==> config.mk <==
export PLATFORM = sky130hd
export DESIGN_NAME = overture_fetch_exec_flat
export DESIGN_NICKNAME = d
export VERILOG_FILES = /design/src/rtl/overture_fetch_exec_if.sv /design/src/rtl/overture_fetch_exec.sv /design/src/flat_wrapper.sv
export SDC_FILE = /design/constraint.sdc
export NUM_CORES = 1
export LEC_CHECK = 0
export ABC_AREA = 0
export CELL_PAD_IN_SITES_DETAIL_PLACEMENT = 2
export CELL_PAD_IN_SITES_GLOBAL_PLACEMENT = 2
export CORE_MARGIN = 8
export CORE_UTILIZATION = 41
export CTS_CLUSTER_SIZE = 30
export DETAILED_ROUTE_END_ITERATION = 8
export DONT_BUFFER_PORTS = 1
export PLACE_DENSITY_LB_ADDON = 0.2
export SKIP_CTS_REPAIR_TIMING = 1
export SYNTH_ARGS = -nofsm -noshare
export SYNTH_HDL_FRONTEND = slang
export SYNTH_SLANG_ARGS = --single-unit
==> constraint.sdc <==
create_clock -name clk -period 8.72 [get_ports clk]
set_input_delay 0.872 -clock clk [delete_from_list [all_inputs] [get_ports clk]]
set_output_delay 0.872 -clock clk [all_outputs]
set_load 0.01 [all_outputs]
==> src/rtl/overture_fetch_exec_if.sv <==
// Bus bundle between the overture sequencer and its surroundings:
// program ROM read port plus the valid/ready input and output ports.
interface overture_fetch_exec_if;
    logic [7:0] rom_addr;
    logic [7:0] rom_data;
    logic [7:0] in_data;
    logic       in_valid;
    logic       in_ready;
    logic [7:0] out_data;
    logic       out_valid;
    logic       out_ready;

    modport master (
        output rom_addr, in_ready, out_data, out_valid,
        input  rom_data, in_data, in_valid, out_ready
    );

    modport slave (
        input  rom_addr, in_ready, out_data, out_valid,
        output rom_data, in_data, in_valid, out_ready
    );
endinterface

==> src/rtl/overture_fetch_exec.sv <==
// Overture fetch/execute sequencer: reads one ROM byte per
// instruction, runs it on six 8-bit registers and a handshaked port.
module overture_fetch_exec #(
    parameter logic [7:0] RESET_PC = 8'h00
) (
    input  logic clk,
    input  logic rst_n,
    overture_fetch_exec_if.master bus,
    output logic halted
);
    typedef enum logic [2:0] {
        FETCH, EXEC, IN_WAIT, OUT_WAIT, HALT
    } state_t;

    state_t     state, state_d;
    logic [7:0] pc, pc_d;
    logic [7:0] ir, ir_d;
    logic [7:0] rf   [6];
    logic [7:0] rf_d [6];
    logic [7:0] out_data_q, out_data_d;
    logic       out_valid_q, out_valid_d;
    logic       in_ready_q, in_ready_d;
    logic       halted_q, halted_d;

    logic       wr_en;
    logic [2:0] wr_dst;
    logic [7:0] wr_val;
    logic [2:0] src, dst;
    logic [7:0] src_val, alu, pc_inc;
    logic       take, zero, neg;

    assign src    = ir[5:3];
    assign dst    = ir[2:0];
    assign pc_inc = pc + 8'd1;
    assign zero   = (rf[3] == 8'h00);
    assign neg    = rf[3][7];

    assign bus.rom_addr  = pc;
    assign bus.out_data  = out_data_q;
    assign bus.out_valid = out_valid_q;
    assign bus.in_ready  = in_ready_q;
    assign halted        = halted_q;

    always_comb begin
        src_val = 8'h00;
        for (int i = 0; i < 6; i++)
            if (src == 3'(i)) src_val = rf[i];
    end

    // ops 6 and 7 write r3 back unchanged
    always_comb begin
        alu = rf[3];
        case (ir[2:0])
            3'd0: alu = rf[1] | rf[2];
            3'd1: alu = ~(rf[1] & rf[2]);
            3'd2: alu = ~(rf[1] | rf[2]);
            3'd3: alu = rf[1] & rf[2];
            3'd4: alu = rf[1] + rf[2];
            3'd5: alu = rf[1] - rf[2];
            default: alu = rf[3];
        endcase
    end

    always_comb begin
        take = 1'b0;
        case (ir[2:0])
            3'd0: take = 1'b0;
            3'd1: take = zero;
            3'd2: take = neg;
            3'd3: take = neg | zero;
            3'd4: take = 1'b1;
            3'd5: take = ~zero;
            3'd6: take = ~neg;
            3'd7: take = ~neg & ~zero;
            default: take = 1'b0;
        endcase
    end

    always_comb begin
        state_d     = state;
        pc_d        = pc;
        ir_d        = ir;
        out_data_d  = out_data_q;
        out_valid_d = out_valid_q;
        in_ready_d  = in_ready_q;
        halted_d    = halted_q;
        wr_en       = 1'b0;
        wr_dst      = 3'd0;
        wr_val      = 8'h00;
        unique case (state)
            FETCH: begin
                ir_d    = bus.rom_data;
                state_d = EXEC;
            end
            EXEC: begin
                unique case (ir[7:6])
                    2'b00: begin
                        wr_en   = 1'b1;
                        wr_val  = {2'b00, ir[5:0]};
                        pc_d    = pc_inc;
                        state_d = FETCH;
                    end
                    2'b01: begin
                        wr_en   = 1'b1;
                        wr_dst  = 3'd3;
                        wr_val  = alu;
                        pc_d    = pc_inc;
                        state_d = FETCH;
                    end
                    2'b10: begin
                        if (src == 3'd7 || dst == 3'd7) begin
                            halted_d = 1'b1;
                            state_d  = HALT;
                        end else if (src == 3'd6) begin
                            in_ready_d = 1'b1;
                            state_d    = IN_WAIT;
                        end else if (dst == 3'd6) begin
                            out_data_d  = src_val;
                            out_valid_d = 1'b1;
                            state_d     = OUT_WAIT;
                        end else begin
                            wr_en   = 1'b1;
                            wr_dst  = dst;
                            wr_val  = src_val;
                            pc_d    = pc_inc;
                            state_d = FETCH;
                        end
                    end
                    2'b11: begin
                        pc_d    = take ? rf[0] : pc_inc;
                        state_d = FETCH;
                    end
                    default: ;
                endcase
            end
            IN_WAIT: begin
                if (bus.in_valid) begin
                    in_ready_d = 1'b0;
                    if (dst == 3'd6) begin
                        out_data_d  = bus.in_data;
                        out_valid_d = 1'b1;
                        state_d     = OUT_WAIT;
                    end else begin
                        wr_en   = 1'b1;
                        wr_dst  = dst;
                        wr_val  = bus.in_data;
                        pc_d    = pc_inc;
                        state_d = FETCH;
                    end
                end
            end
            OUT_WAIT: begin
                if (bus.out_ready) begin
                    out_valid_d = 1'b0;
                    pc_d        = pc_inc;
                    state_d     = FETCH;
                end
            end
            HALT: ;
            default: ;
        endcase
    end

    always_comb begin
        for (int i = 0; i < 6; i++)
            rf_d[i] = (wr_en && wr_dst == 3'(i)) ? wr_val : rf[i];
    end

    always_ff @(posedge clk or negedge rst_n) begin
        if (!rst_n) begin
            state       <= FETCH;
            pc          <= RESET_PC;
            ir          <= 8'h00;
            rf          <= '{default: 8'h00};
            out_data_q  <= 8'h00;
            out_valid_q <= 1'b0;
            in_ready_q  <= 1'b0;
            halted_q    <= 1'b0;
        end else begin
            state       <= state_d;
            pc          <= pc_d;
            ir          <= ir_d;
            rf          <= rf_d;
            out_data_q  <= out_data_d;
            out_valid_q <= out_valid_d;
            in_ready_q  <= in_ready_d;
            halted_q    <= halted_d;
        end
    end
endmodule

==> src/flat_wrapper.sv <==
// flat-port wrapper written by rule: the top's interface ports become plain ports
module overture_fetch_exec_flat 
#(
    parameter logic [7:0] RESET_PC = 8'h00
)
  (clk, rst_n, halted, bus_rom_addr, bus_in_ready, bus_out_data, bus_out_valid, bus_rom_data, bus_in_data, bus_in_valid, bus_out_ready);
  overture_fetch_exec_if bus_i ();
  input  logic clk;
  input  logic rst_n;
  output logic halted;
  output wire logic [$bits(bus_i.rom_addr)-1:0] bus_rom_addr;
  output wire logic [$bits(bus_i.in_ready)-1:0] bus_in_ready;
  output wire logic [$bits(bus_i.out_data)-1:0] bus_out_data;
  output wire logic [$bits(bus_i.out_valid)-1:0] bus_out_valid;
  input wire logic [$bits(bus_i.rom_data)-1:0] bus_rom_data;
  input wire logic [$bits(bus_i.in_data)-1:0] bus_in_data;
  input wire logic [$bits(bus_i.in_valid)-1:0] bus_in_valid;
  input wire logic [$bits(bus_i.out_ready)-1:0] bus_out_ready;
  assign bus_rom_addr = bus_i.rom_addr;
  assign bus_in_ready = bus_i.in_ready;
  assign bus_out_data = bus_i.out_data;
  assign bus_out_valid = bus_i.out_valid;
  assign bus_i.rom_data = bus_rom_data;
  assign bus_i.in_data = bus_in_data;
  assign bus_i.in_valid = bus_in_valid;
  assign bus_i.out_ready = bus_out_ready;
  overture_fetch_exec #(.RESET_PC(RESET_PC)) u_core (.clk(clk), .rst_n(rst_n), .bus(bus_i), .halted(halted));
endmodule
==> summary.md <==
| Metric | Value |
|---|---|
| Status | `finished, final reports clean` |
| Core Region | `13200 sq um` |
| Synth Flop Type | `dfrtp_1` |
| Post-synth EDFFs | `0` |
| Root buf cell | `clkbuf_16` |
| Leakage | `about 0.0025 uW` |
| Min-delay worst type | `in -> async` |
| Htree depth | `3` |
| Final Max Slew Viols | `0` |
| Layout cells sized above 1 | `0.177` |
| TritonCTS clock tree | `built` |
| Relative slew margins | `0.313` |
| Worst Skew | `0.0107 ns` |
| Crit end category | `flip-flop` |
| Fill count | `about 1400` |
| Clk buf depth | `2` |
| Syn Nets | `621` |
| Crit path DAT | `~3.9 ns` |
| Area taken by flip-flops and latches | `around 2000 sq um` |
| Top-area cell type share of the netlist area | `0.350` |
| Multi-input logic area | `between 3000 and 4000 sq um` |
| Clock sinks | `between 70 and 80` |
| Post-synth top area cell | `dfrtp_1` |
| Global-route wire length before repair | `roughly 32 mm` |
| Nets | `about 600` |
| PortBufs | `0` |
| Finish-stage setup viols | `0` |
| Mapped Area | `~5600 sq um` |
| Worst skew pair latency | `0.35 ns` |
| Pwr dens | `between 400 and 500 nW/um^2` |
| Hold WS | `0.209 ns` |
| GR Overflow Total | `0` |
| Clock-pin slew on the worst setup and hold paths | `0.06 ns` |
| CP Launch Point | `u_core.ir[1]$_DFFE_PN0P_` |
| TritonCTS Buffers | `9` |
| Setup TNS | `0 ns` |
| Cell family contributing the most delay on the critical path | `simple AND/OR/NAND/NOR gates` |
| # diodes | `0` |
| Drt first pass iters | `5` |
| Synth area leaders | `dfrtp_1 35%, mux2_2 11%, ha_1 3.6%, nand2_1 3.6%, o21ai_0 3.2%` |
| Drt via density | `6.42` |
| Worst r2r dst | `u_core.rf[43]$_DFFE_PN0P_` |
| Die height | `approximately 130 microns` |
| Post-synthesis average cell area | `between 9 and 10 sq um` |
| VDD IR max | `0.259 mV` |
| DR WL/cell | `26.7 microns` |
| Die Wd | `133 microns` |
| Vias in the first global route | `5318` |
| YS warnings | `0` |
| Highest clock rate | `269 MHz` |
| Initial antenna violation count | `0` |
| Antenna viol nets, final | `0` |
| RSZ-0062 raised after global routing | `false` |
| Crit-path max FO | `22` |
| Drc violations | `0` |
| Slew @ Worst Pin | `between 1 and 1.5 ns` |
| RR Startpoint | `u_core.ir[1]$_DFFE_PN0P_` |
| Final period util | `0.426` |
| CP Class | `reg -> reg` |
| Placed wire-length estimate | `approximately 15 mm` |
| CP required | `8.95 ns` |
| DR iter-0 viols | `about 330` |
| # rows | `42` |
| Yosys cell types | `78` |
| Min Tclk post-route | `about 3.7 ns` |
| Layout area overhead | `7.15%` |
| Startpoint Class | `flip-flop` |
| Worst path slowest cell | `dfrtp_1` |
| Global router's overall resource usage | `0.231` |
| # Max-Cap Violations | `0` |
| Critical path, cell by cell | `nor2b_1 > nand2_1 > nor2_1 > a21o_1 > inv_1 > ha_1 > nor2b_1 > o21a_1 > or3_1 > a31oi_1 > o221ai_1 > mux2_2` |
| Initial Utilization | `0.421` |
| Via count | `between 4000 and 5000` |
| Peak per-stage delay on the critical path | `between 0.6 and 0.7 ns` |
| WL final | `between 15 and 20 mm` |
| R2r setup slk | `around 5 ns` |
| Async SR Flop Fraction | `1.00` |
| Crit path buf inv count | `1` |
| Final Util | `0.451` |
| Reg2Reg Depth | `12` |
| Routability cong. | `roughly 0.85` |
| Critical Path Most Common Cell | `nor2b_1` |
| Cell count after synthesis | `584` |
| Largest net degree at the start of global routing | `79` |
| Area of the die | `17600 sq um` |
| Seq/Total Area, Yosys | `0.350` |
| Yosys reg bits | `78` |
| Final Hold Viols | `0` |
| I/O pin cnt | `39` |
## routing by layer
metal | up-vias | share of wire | global-route usage
li1 | 2133 | - | -
met1 | 2471 | 0.42 | 0.269
met2 | 123 | 0.51 | 0.404
met3 | 34 | 0.048 | 0.0519
met4 | 0 | 0.030 | 0.0927
met5 | - | 0 | 0
## state kept, by name, indices dropped and copies added (netlist names)
name / flops
u_core.rf: 47
u_core.bus.out_data: 8
u_core.bus.rom_addr: 8
u_core.ir: 8
u_core.state: 3
u_core.bus.in_ready: 1
u_core.bus.out_valid: 1
u_core.halted: 1
u_core.neg: 1
## cell usage in the layout, fill, tap and decap left out, types with 4 or more instances in the layout
master     instances
a211oi_1           8
inv_1             15
o21a_1             4
nand3_1           11
a22oi_1            6
xor2_1             9
or3_1              6
nand2_1           53
mux2_2            55
nand3b_1           4
a221oi_1           6
a31oi_1           13
nor3_1            16
a21oi_1           32
clkbuf_16          9
nor3_4             4
o211ai_1           8
a311oi_1           5
a32oi_1            4
xnor2_1           16
o22ai_1            4
nand2b_1           8
nor2b_1            9
and2_1             5
dfrtp_1           78
mux2i_1           10
buf_4              4
and3_1            13
o21ai_0           36
nor2_1            23
ha_1              16
## worst reg2reg max path, delay by kind of cell (launching register included)
family                     cells  cell delay, ns
muxes                          1            0.36
buffers and inverters          1            0.06
AOI/OAI and AO/OA              4            0.95
and+or+nand+nor                5            1.27
adders and majority gates      1            0.28
DFF                            1            0.68
## stage by stage
| step | instances | instance area, sq um | worst slack, ns | power (uW) |
|---|---|---|---|---|
| global route | 742 | 5980 | 4.67 | 2790 |
| finish | 742 | 5980 | 5.01 | 2610 |
| CTS | 742 | 5980 | 4.96 | 2630 |
| global placement | 726 | 5650 | 5.10 | 2100 |
| detailed placement | 726 | 5650 | 5.01 | 2180 |
| floorplan | 584 | 5580 | 5.72 | 1750 |
## power breakdown
| group | total [uW] | leakage, uW | switching [uW] | internal, uW |
|---|---|---|---|---|
| registers | 734 | 0.00102 | 264 | 469 |
| clock network | 417 | 0.000156 | 158 | 259 |
| logic | 1460 | 0.00130 | 858 | 599 |
| total | 2610 | 0.00248 | 1280 | 1330 |
## cell usage after synthesis, types with 6 or more instances
cell type,n
a211oi_1,8
a21oi_1,32
a221oi_1,6
a22oi_1,6
a31oi_1,13
and3_1,13
buf_2,8
clkbuf_1,26
dfrtp_1,78
ha_1,16
inv_1,15
mux2_2,55
mux2i_1,10
nand2_1,53
nand2b_1,8
nand3_1,11
nor2_1,23
nor2b_1,9
nor3_1,16
o211ai_1,8
o21ai_0,36
or3_1,6
xnor2_1,16
xor2_1,9
## kinds of logic (layout without fill, tap and decap cells)
logic type | after synthesis | after routing | share of synthesized area
multiplexers | 68 | 68 | 0.141
AND/OR/NAND/NOR | 172 | 172 | 0.173
AO/OA/AOI/OAI | 170 | 170 | 0.216
flip-flops | 78 | 78 | 0.350
buffers and inverters | 54 | 36 | 0.0422
adder cells (fa/ha/maj) | 17 | 17 | 0.0395
XOR/XNOR | 25 | 25 | 0.0392
## how the worst max path moves through the flow
stage / end / slack (ns) / cells past startpoint
after global placement: u_core.rf[27]$_DFFE_PN0P_ / 5.10 / 13
after global routing: u_core.rf[3]$_DFFE_PN0P_ / 4.67 / 13
after floorplan: u_core.rf[22]$_DFFE_PN0P_ / 5.72 / 12
after detailed placement: u_core.rf[11]$_DFFE_PN0P_ / 5.01 / 13
final: u_core.rf[43]$_DFFE_PN0P_ / 5.01 / 12
after CTS: u_core.rf[43]$_DFFE_PN0P_ / 4.96 / 13
## area by class of cell
type                    instances  share of cell area
clock inverters                 5              0.0136
multi-input cells             452               0.567
clock buffers                  11              0.0406
inverters                      16              0.0100
repair buffers                  4             0.00502
well taps                     176              0.0368
flip-flops and latches         78               0.326
(Power assumes the default switching activity.)
